==> config.mk <==
export PLATFORM = sky130hd
export DESIGN_NAME = link_frame_tx
export DESIGN_NICKNAME = d
export VERILOG_FILES = /design/src/rtl/link_pkg.sv /design/src/rtl/link_chk_acc.sv /design/src/rtl/link_frame_tx.sv
export SDC_FILE = /design/constraint.sdc
export NUM_CORES = 1
export LEC_CHECK = 0
export ABC_AREA = 1
export ABC_CLOCK_PERIOD_IN_PS = 2200
export BUFFER_PORTS_ARGS = -buffer_cell sky130_fd_sc_hd__buf_4
export CORE_MARGIN = 2
export CORE_UTILIZATION = 40
export DETAILED_ROUTE_END_ITERATION = 8
export PLACE_DENSITY = 0.7
export RECOVER_POWER = 100
export SLEW_MARGIN = 15
export SYNTH_ARGS = -nofsm -noshare
export SYNTH_HDL_FRONTEND = slang
export SYNTH_HIERARCHICAL = 1
export SYNTH_SLANG_ARGS = --single-unit
==> constraint.sdc <==
create_clock -name clk -period 2.2 [get_ports clk]
set_clock_uncertainty 0.1 [all_clocks]
set_input_delay 0.22 -clock clk [delete_from_list [all_inputs] [get_ports clk]]
set_output_delay 0.22 -clock clk [all_outputs]
set_load 0.1 [all_outputs]
==> src/rtl/link_pkg.sv <==
// Shared definitions for the game-link frame transmitter and receiver.
// Holds the FSM state encoding, sync marker, frame length helper and CRC-8 polynomial.
package link_pkg;

  typedef enum logic [2:0] {
    ST_IDLE = 3'd0,
    ST_SYNC = 3'd1,
    ST_SEQ  = 3'd2,
    ST_DATA = 3'd3,
    ST_CHK  = 3'd4
  } link_state_e;

  localparam logic [7:0] LINK_SYNC_DEFAULT = 8'hA5;
  localparam logic [7:0] LINK_CRC8_POLY    = 8'h07;

  // sync + seq + two bytes per channel + check
  function automatic int link_frame_len(input int channels);
    return 2 * channels + 3;
  endfunction

endpackage

==> src/rtl/link_chk_acc.sv <==
// Frame check accumulator over SEQ and DATA bytes.
// LINK_CRC8_EN selects CRC-8 (poly 0x07, init 0, MSB-first); otherwise a running XOR.
module link_chk_acc
  import link_pkg::*;
(
  input  logic       clk,
  input  logic       rst,
  input  logic       clear,
  input  logic [7:0] data_byte,
  input  logic       enable,
  output logic [7:0] check
);

  logic [7:0] acc_q;
  logic [7:0] acc_upd;

`ifdef LINK_CRC8_EN
  function automatic logic [7:0] crc8_step(input logic [7:0] crc, input logic [7:0] b);
    logic [7:0] c;
    c = crc ^ b;
    for (int i = 0; i < 8; i++) begin
      c = c[7] ? ((c << 1) ^ LINK_CRC8_POLY) : (c << 1);
    end
    return c;
  endfunction

  assign acc_upd = crc8_step(acc_q, data_byte);
`else
  assign acc_upd = acc_q ^ data_byte;
`endif

  // check already includes the byte accepted this cycle, so the caller can register it directly
  always_comb begin
    check = acc_q;
    if (clear) begin
      check = '0;
    end else if (enable) begin
      check = acc_upd;
    end
  end

  always_ff @(posedge clk or negedge rst) begin
    if (!rst) begin
      acc_q <= '0;
    end else begin
      acc_q <= check;
    end
  end

endmodule

==> src/rtl/link_frame_tx.sv <==
// Game-link frame serializer: snapshots CHANNELS fields and streams sync, seq, payload, check.
// Check byte type is chosen by LINK_CRC8_EN (see link_chk_acc); frame format is identical in both modes.
//
// state | meaning
// IDLE  | waiting for frame_req or a pending request
// SYNC  | presenting the sync marker
// SEQ   | presenting the sequence number
// DATA  | presenting payload byte idx (high byte of each field first)
// CHK   | presenting the check byte
module link_frame_tx
  import link_pkg::*;
#(
  parameter int         CHANNELS  = 8,
  parameter int         FIELD_W   = 12,
  parameter logic [7:0] SYNC_BYTE = LINK_SYNC_DEFAULT
) (
  input  logic                        clk,
  input  logic                        rst,
  input  logic [CHANNELS*FIELD_W-1:0] fields,
  input  logic                        frame_req,
  output logic [7:0]                  tx_data,
  output logic                        tx_valid,
  input  logic                        tx_ready,
  output logic                        busy,
  output logic                        frame_done,
  output logic [7:0]                  drop_cnt
);

  localparam int IDX_W    = $clog2(2 * CHANNELS);
  localparam int LAST_IDX = link_frame_len(CHANNELS) - 4;

  link_state_e                 state_q, state_d;
  logic [IDX_W-1:0]            idx_q, idx_d;
  logic [7:0]                  seq_q, seq_d;
  logic                        pending_q, pending_d;
  logic [7:0]                  drop_d;
  logic [CHANNELS*FIELD_W-1:0] shadow_q, shadow_d;
  logic [7:0]                  tx_data_d;
  logic                        tx_valid_d, busy_d, frame_done_d;

  logic                        accept, start, last_idx;
  logic                        acc_clr, acc_en;
  logic [7:0]                  check;
  logic [FIELD_W-1:0]          field_sel;
  logic [15:0]                 data_word;

  assign accept   = tx_valid && tx_ready;
  assign start    = (state_q == ST_IDLE) && (frame_req || pending_q);
  assign last_idx = (idx_q == IDX_W'(LAST_IDX));

  link_chk_acc u_chk_acc (
    .clk       (clk),
    .rst       (rst),
    .clear     (acc_clr),
    .data_byte (tx_data),
    .enable    (acc_en),
    .check     (check)
  );

  always_ff @(posedge clk or negedge rst) begin
    if (!rst) begin
      state_q    <= ST_IDLE;
      idx_q      <= '0;
      seq_q      <= '0;
      pending_q  <= 1'b0;
      drop_cnt   <= '0;
      shadow_q   <= '0;
      tx_data    <= '0;
      tx_valid   <= 1'b0;
      busy       <= 1'b0;
      frame_done <= 1'b0;
    end else begin
      state_q    <= state_d;
      idx_q      <= idx_d;
      seq_q      <= seq_d;
      pending_q  <= pending_d;
      drop_cnt   <= drop_d;
      shadow_q   <= shadow_d;
      tx_data    <= tx_data_d;
      tx_valid   <= tx_valid_d;
      busy       <= busy_d;
      frame_done <= frame_done_d;
    end
  end

  always_comb begin
    state_d = state_q;
    idx_d   = idx_q;
    unique case (state_q)
      ST_IDLE: if (start)  state_d = ST_SYNC;
      ST_SYNC: if (accept) state_d = ST_SEQ;
      ST_SEQ: begin
        if (accept) begin
          state_d = ST_DATA;
          idx_d   = '0;
        end
      end
      ST_DATA: begin
        if (accept) begin
          if (last_idx) state_d = ST_CHK;
          else          idx_d   = idx_q + 1'b1;
        end
      end
      ST_CHK:  if (accept) state_d = ST_IDLE;
      default: state_d = ST_IDLE;
    endcase
  end

  assign field_sel = shadow_q[int'(idx_d >> 1) * FIELD_W +: FIELD_W];
  assign data_word = 16'(field_sel);

  always_comb begin
    seq_d     = seq_q;
    pending_d = pending_q;
    drop_d    = drop_cnt;
    shadow_d  = shadow_q;
    if (start) begin
      shadow_d  = fields;
      pending_d = 1'b0;
    end else if ((state_q != ST_IDLE) && frame_req) begin
      // one request may wait behind the current frame; any further ones are counted as dropped
      if (!pending_q)              pending_d = 1'b1;
      else if (drop_cnt != 8'hFF)  drop_d    = drop_cnt + 8'd1;
    end
    if ((state_q == ST_CHK) && accept) seq_d = seq_q + 8'd1;

    acc_clr      = start;
    acc_en       = accept && ((state_q == ST_SEQ) || (state_q == ST_DATA));
    frame_done_d = (state_q == ST_CHK) && accept;
    tx_valid_d   = (state_d != ST_IDLE);
    busy_d       = tx_valid_d;

    unique case (state_d)
      ST_SYNC: tx_data_d = SYNC_BYTE;
      ST_SEQ:  tx_data_d = seq_q;
      ST_DATA: tx_data_d = idx_d[0] ? data_word[7:0] : data_word[15:8];
      ST_CHK:  tx_data_d = check;
      default: tx_data_d = '0;
    endcase
  end

endmodule

==> results.md <==
* Status: complete, no violations
* Die ar. at 17,600 um^2
* Worst-path maximum fanout at 13
* Rel. slew slack at 0.0653
* # nets final at 1,162
* Clk root buf: clkbuf_16
* Routed wire length at 18,300 um
* RR Endpoint: tx_data[1]
* Avg WL per Cell at 14.1 um
* Remaining Overflow, GRT at 0
* Clock Latency Late Sink at 0.42 ns
* Vias in the first global route at 6,339
* Syn Nets at 941
* H-tree levels at 4
* Hold Path Class: input pin to flop
* Final Hold Vio Count at 0
* Required time of the critical path at 2.46 ns
* FP Rows at 47
* Post-synth EDFFs at 0
* Minimum clock period at 2.09 ns
* Static leakage power at 4.77 nW
* Final TNS setup at 0 ns
* Chip width at 133 um
* Synth warn at 6
* R2R cell count at 11
* Fin crit share at 0.951
* CTS tree: done
* Initial DRC count at 403
* Fmax at 478 MHz
* CP Launch Type: flop
* Residual DRC at 0
* Via/cell ratio at 4.86
* Top cells by instance count after synthesis: nand2_1, dfrtp_1, nand3_1
* Worst vdd ir at 1.01 mV
* Share of the synthesized area in the top cell type at 0.522
* Final worst slack at 0.108 ns
* Gpl congestion at 0.852
* Die H at 133 um
* Synth cell types at 36
* Fill cell count at 1,494
* Synth top area cells: dfrtp_1, nand2_1, nand3_1, inv_1, o21ai_1
* Most common cell in the netlist: nand2_1
* R2r startpoint: idx_q[0]
* Drt pass-1 iters at 4
* Placed cell area at 7810 um^2
* Seq. cell area at 3460 um^2
* Clk slew on worst S/H paths at 0.06 ns
* Slew Limit Fails at 0
* PD cells at 1460 nW/um^2
* Post-Synthesis Cells at 838
* Worst Path Arrival at 2.35 ns
* Area leader, netlist: dfrtp_1
* Share of cells above drive strength 1 at 0.199
* Core Util, Final at 0.573
* Avg Cell Area, Syn at 7.90 um^2
* Endpoint, Worst Hold: busy
* Largest net degree at the start of global routing at 89
* Number of CTS-inserted buffers at 17
* Critical Path Sink Type: flop
* Dpl ws at 0.0587 ns
* Core box area at 16,300 um^2
* RSZ-0062 raised after global routing: true
* Clk sinks at 138
* Min-delay src: tx_ready
* Antenna violation net count after detailed routing at 0
* Initial antenna violation count at 0
* R2r setup slk at 0.11 ns
* Total routing usage reported by global routing at 0.215
* Total power at 13.7 mW
* Final instance area at 9370 um^2
* Buffers on Ports at 118
* Initial Util at 0.405
* Main synth FF type: dfrtp_1
* Final-report setup violation count at 0
* Ports at 119
* Area Overhead vs Synth at 41.6%
* Post-DP HPWL at 12,100 um
* Critical path class: flop to flop
* Hold Path Depth at 4
* CTS Buffer Depth at 2
* Register bit count reported by yosys at 138
* Post-synthesis sequential area ratio at 0.522
* First-pass GRT wire length at 30,000 um
* Synth Cell Area at 6620 um^2
* Via count at 6,272
* Max-cap violation count at 0
* # diodes at 0
* Area of the multi-input gates at 2790 um^2
* Slew @ Worst Pin at 1.40 ns
* Post-synth ARST share at 1.00
critical path, stage by stage, from the launching register on:
cell     delay, ns
dfrtp_1       0.41
ha_2          0.21
nand3_1       0.13
nor2_1        0.18
buf_4         0.15
a21oi_2       0.06
a21oi_2       0.12
buf_4         0.21
nand3_1       0.14
nand3_1       0.09
nand3_1       0.14
nand2_1       0.10
cells by family (layout without fill, tap and decap cells):
logic type,after synthesis,after routing,synth area share
AND/OR/NAND/NOR,538,538,0.339
flip-flops,138,138,0.522
buffers and inverters,85,318,0.0609
AO/OA/AOI/OAI,59,59,0.0526
XOR/XNOR,14,14,0.0185
adder cells (fa/ha/maj),3,3,0.00567
multiplexers,1,1,0.00170
final cells by class:
type,instances,share of cell area
clock inverters,12,0.0160
multi-input cells,615,0.297
well taps,220,0.0294
clock buffers,19,0.0473
flip-flops and latches,138,0.369
inverters,44,0.0178
repair buffers,243,0.223
power by group:
group | leakage (nW) | switching (mW) | total, mW | internal, mW
Sequential | 1.68 | 0.776 | 4.48 | 3.71
Combinational | 2.81 | 4.22 | 6.37 | 2.15
Clock | 0.285 | 1.07 | 2.87 | 1.80
cell usage in the layout (no fill, tap or decap), types with 2 or more instances in the layout:
| master | n |
|---|---|
| a21oi_1 | 12 |
| a21oi_2 | 3 |
| buf_12 | 5 |
| buf_4 | 115 |
| buf_6 | 3 |
| bufinv_16 | 3 |
| clkbuf_16 | 17 |
| clkbuf_2 | 20 |
| clkbuf_4 | 2 |
| clkinv_2 | 5 |
| clkinv_4 | 2 |
| clkinvlp_4 | 3 |
| dfrtp_1 | 133 |
| dfrtp_2 | 5 |
| dlygate4sd3_1 | 98 |
| ha_1 | 2 |
| inv_1 | 34 |
| inv_2 | 9 |
| nand2_1 | 394 |
| nand2_2 | 3 |
| nand2_4 | 2 |
| nand3_1 | 100 |
| nand3_2 | 5 |
| nand4_1 | 3 |
| nor2_1 | 20 |
| nor2_2 | 2 |
| nor2_4 | 2 |
| nor3_1 | 2 |
| o211ai_1 | 11 |
| o21ai_0 | 11 |
| o21ai_1 | 20 |
| xnor2_1 | 3 |
| xor2_1 | 11 |
worst max-delay path by stage:
| stage | start | endpoint | slack (ns) | cells after the start |
|---|---|---|---|---|
| after floorplan | drop_cnt[2] | drop_cnt[1] | 0.006 | 5 |
| after global placement | state_q[2] | tx_data[1] | 0.1 | 11 |
| after detailed placement | idx_q[0] | tx_data[1] | 0.06 | 13 |
| after CTS | idx_q[0] | tx_data[1] | 0.05 | 13 |
| after global routing | idx_q[0] | tx_data[1] | -0.02 | 13 |
| final | idx_q[0] | tx_data[1] | 0.11 | 11 |
per-stage QoR:
stage               cells  hold WS (ns)
global placement     1159         0.112
global route         1291         0.259
CTS                  1288         0.196
floorplan             838        -0.176
detailed placement   1159         0.113
finish               1291         0.223
timing repair:
item	4_1_cts	5_1_grt
endpoints found under the setup margin	0	8
hold endpoints to repair	148	0
setup buffers	0	3
gates resized for setup	0	11
hold buffers	98	0
state kept, by name (all words and copies together) (netlist names), 3 cells and up:
register         flops
drop_cnt             8
idx_q                4
seq_q                8
shadow_q            96
state_q              3
tx_data              8
u_chk_acc/acc_q      8
layer usage:
metal / GRT usage / up-vias / part of all wire
li1: - / 3100 / -
met1: 0.266 / 2954 / 0.43
met2: 0.369 / 175 / 0.50
met3: 0.0395 / 43 / 0.037
met4: 0.0956 / 0 / 0.030
met5: 0 / - / 0
No activity file was read; power rests on OpenSTA's default activity.
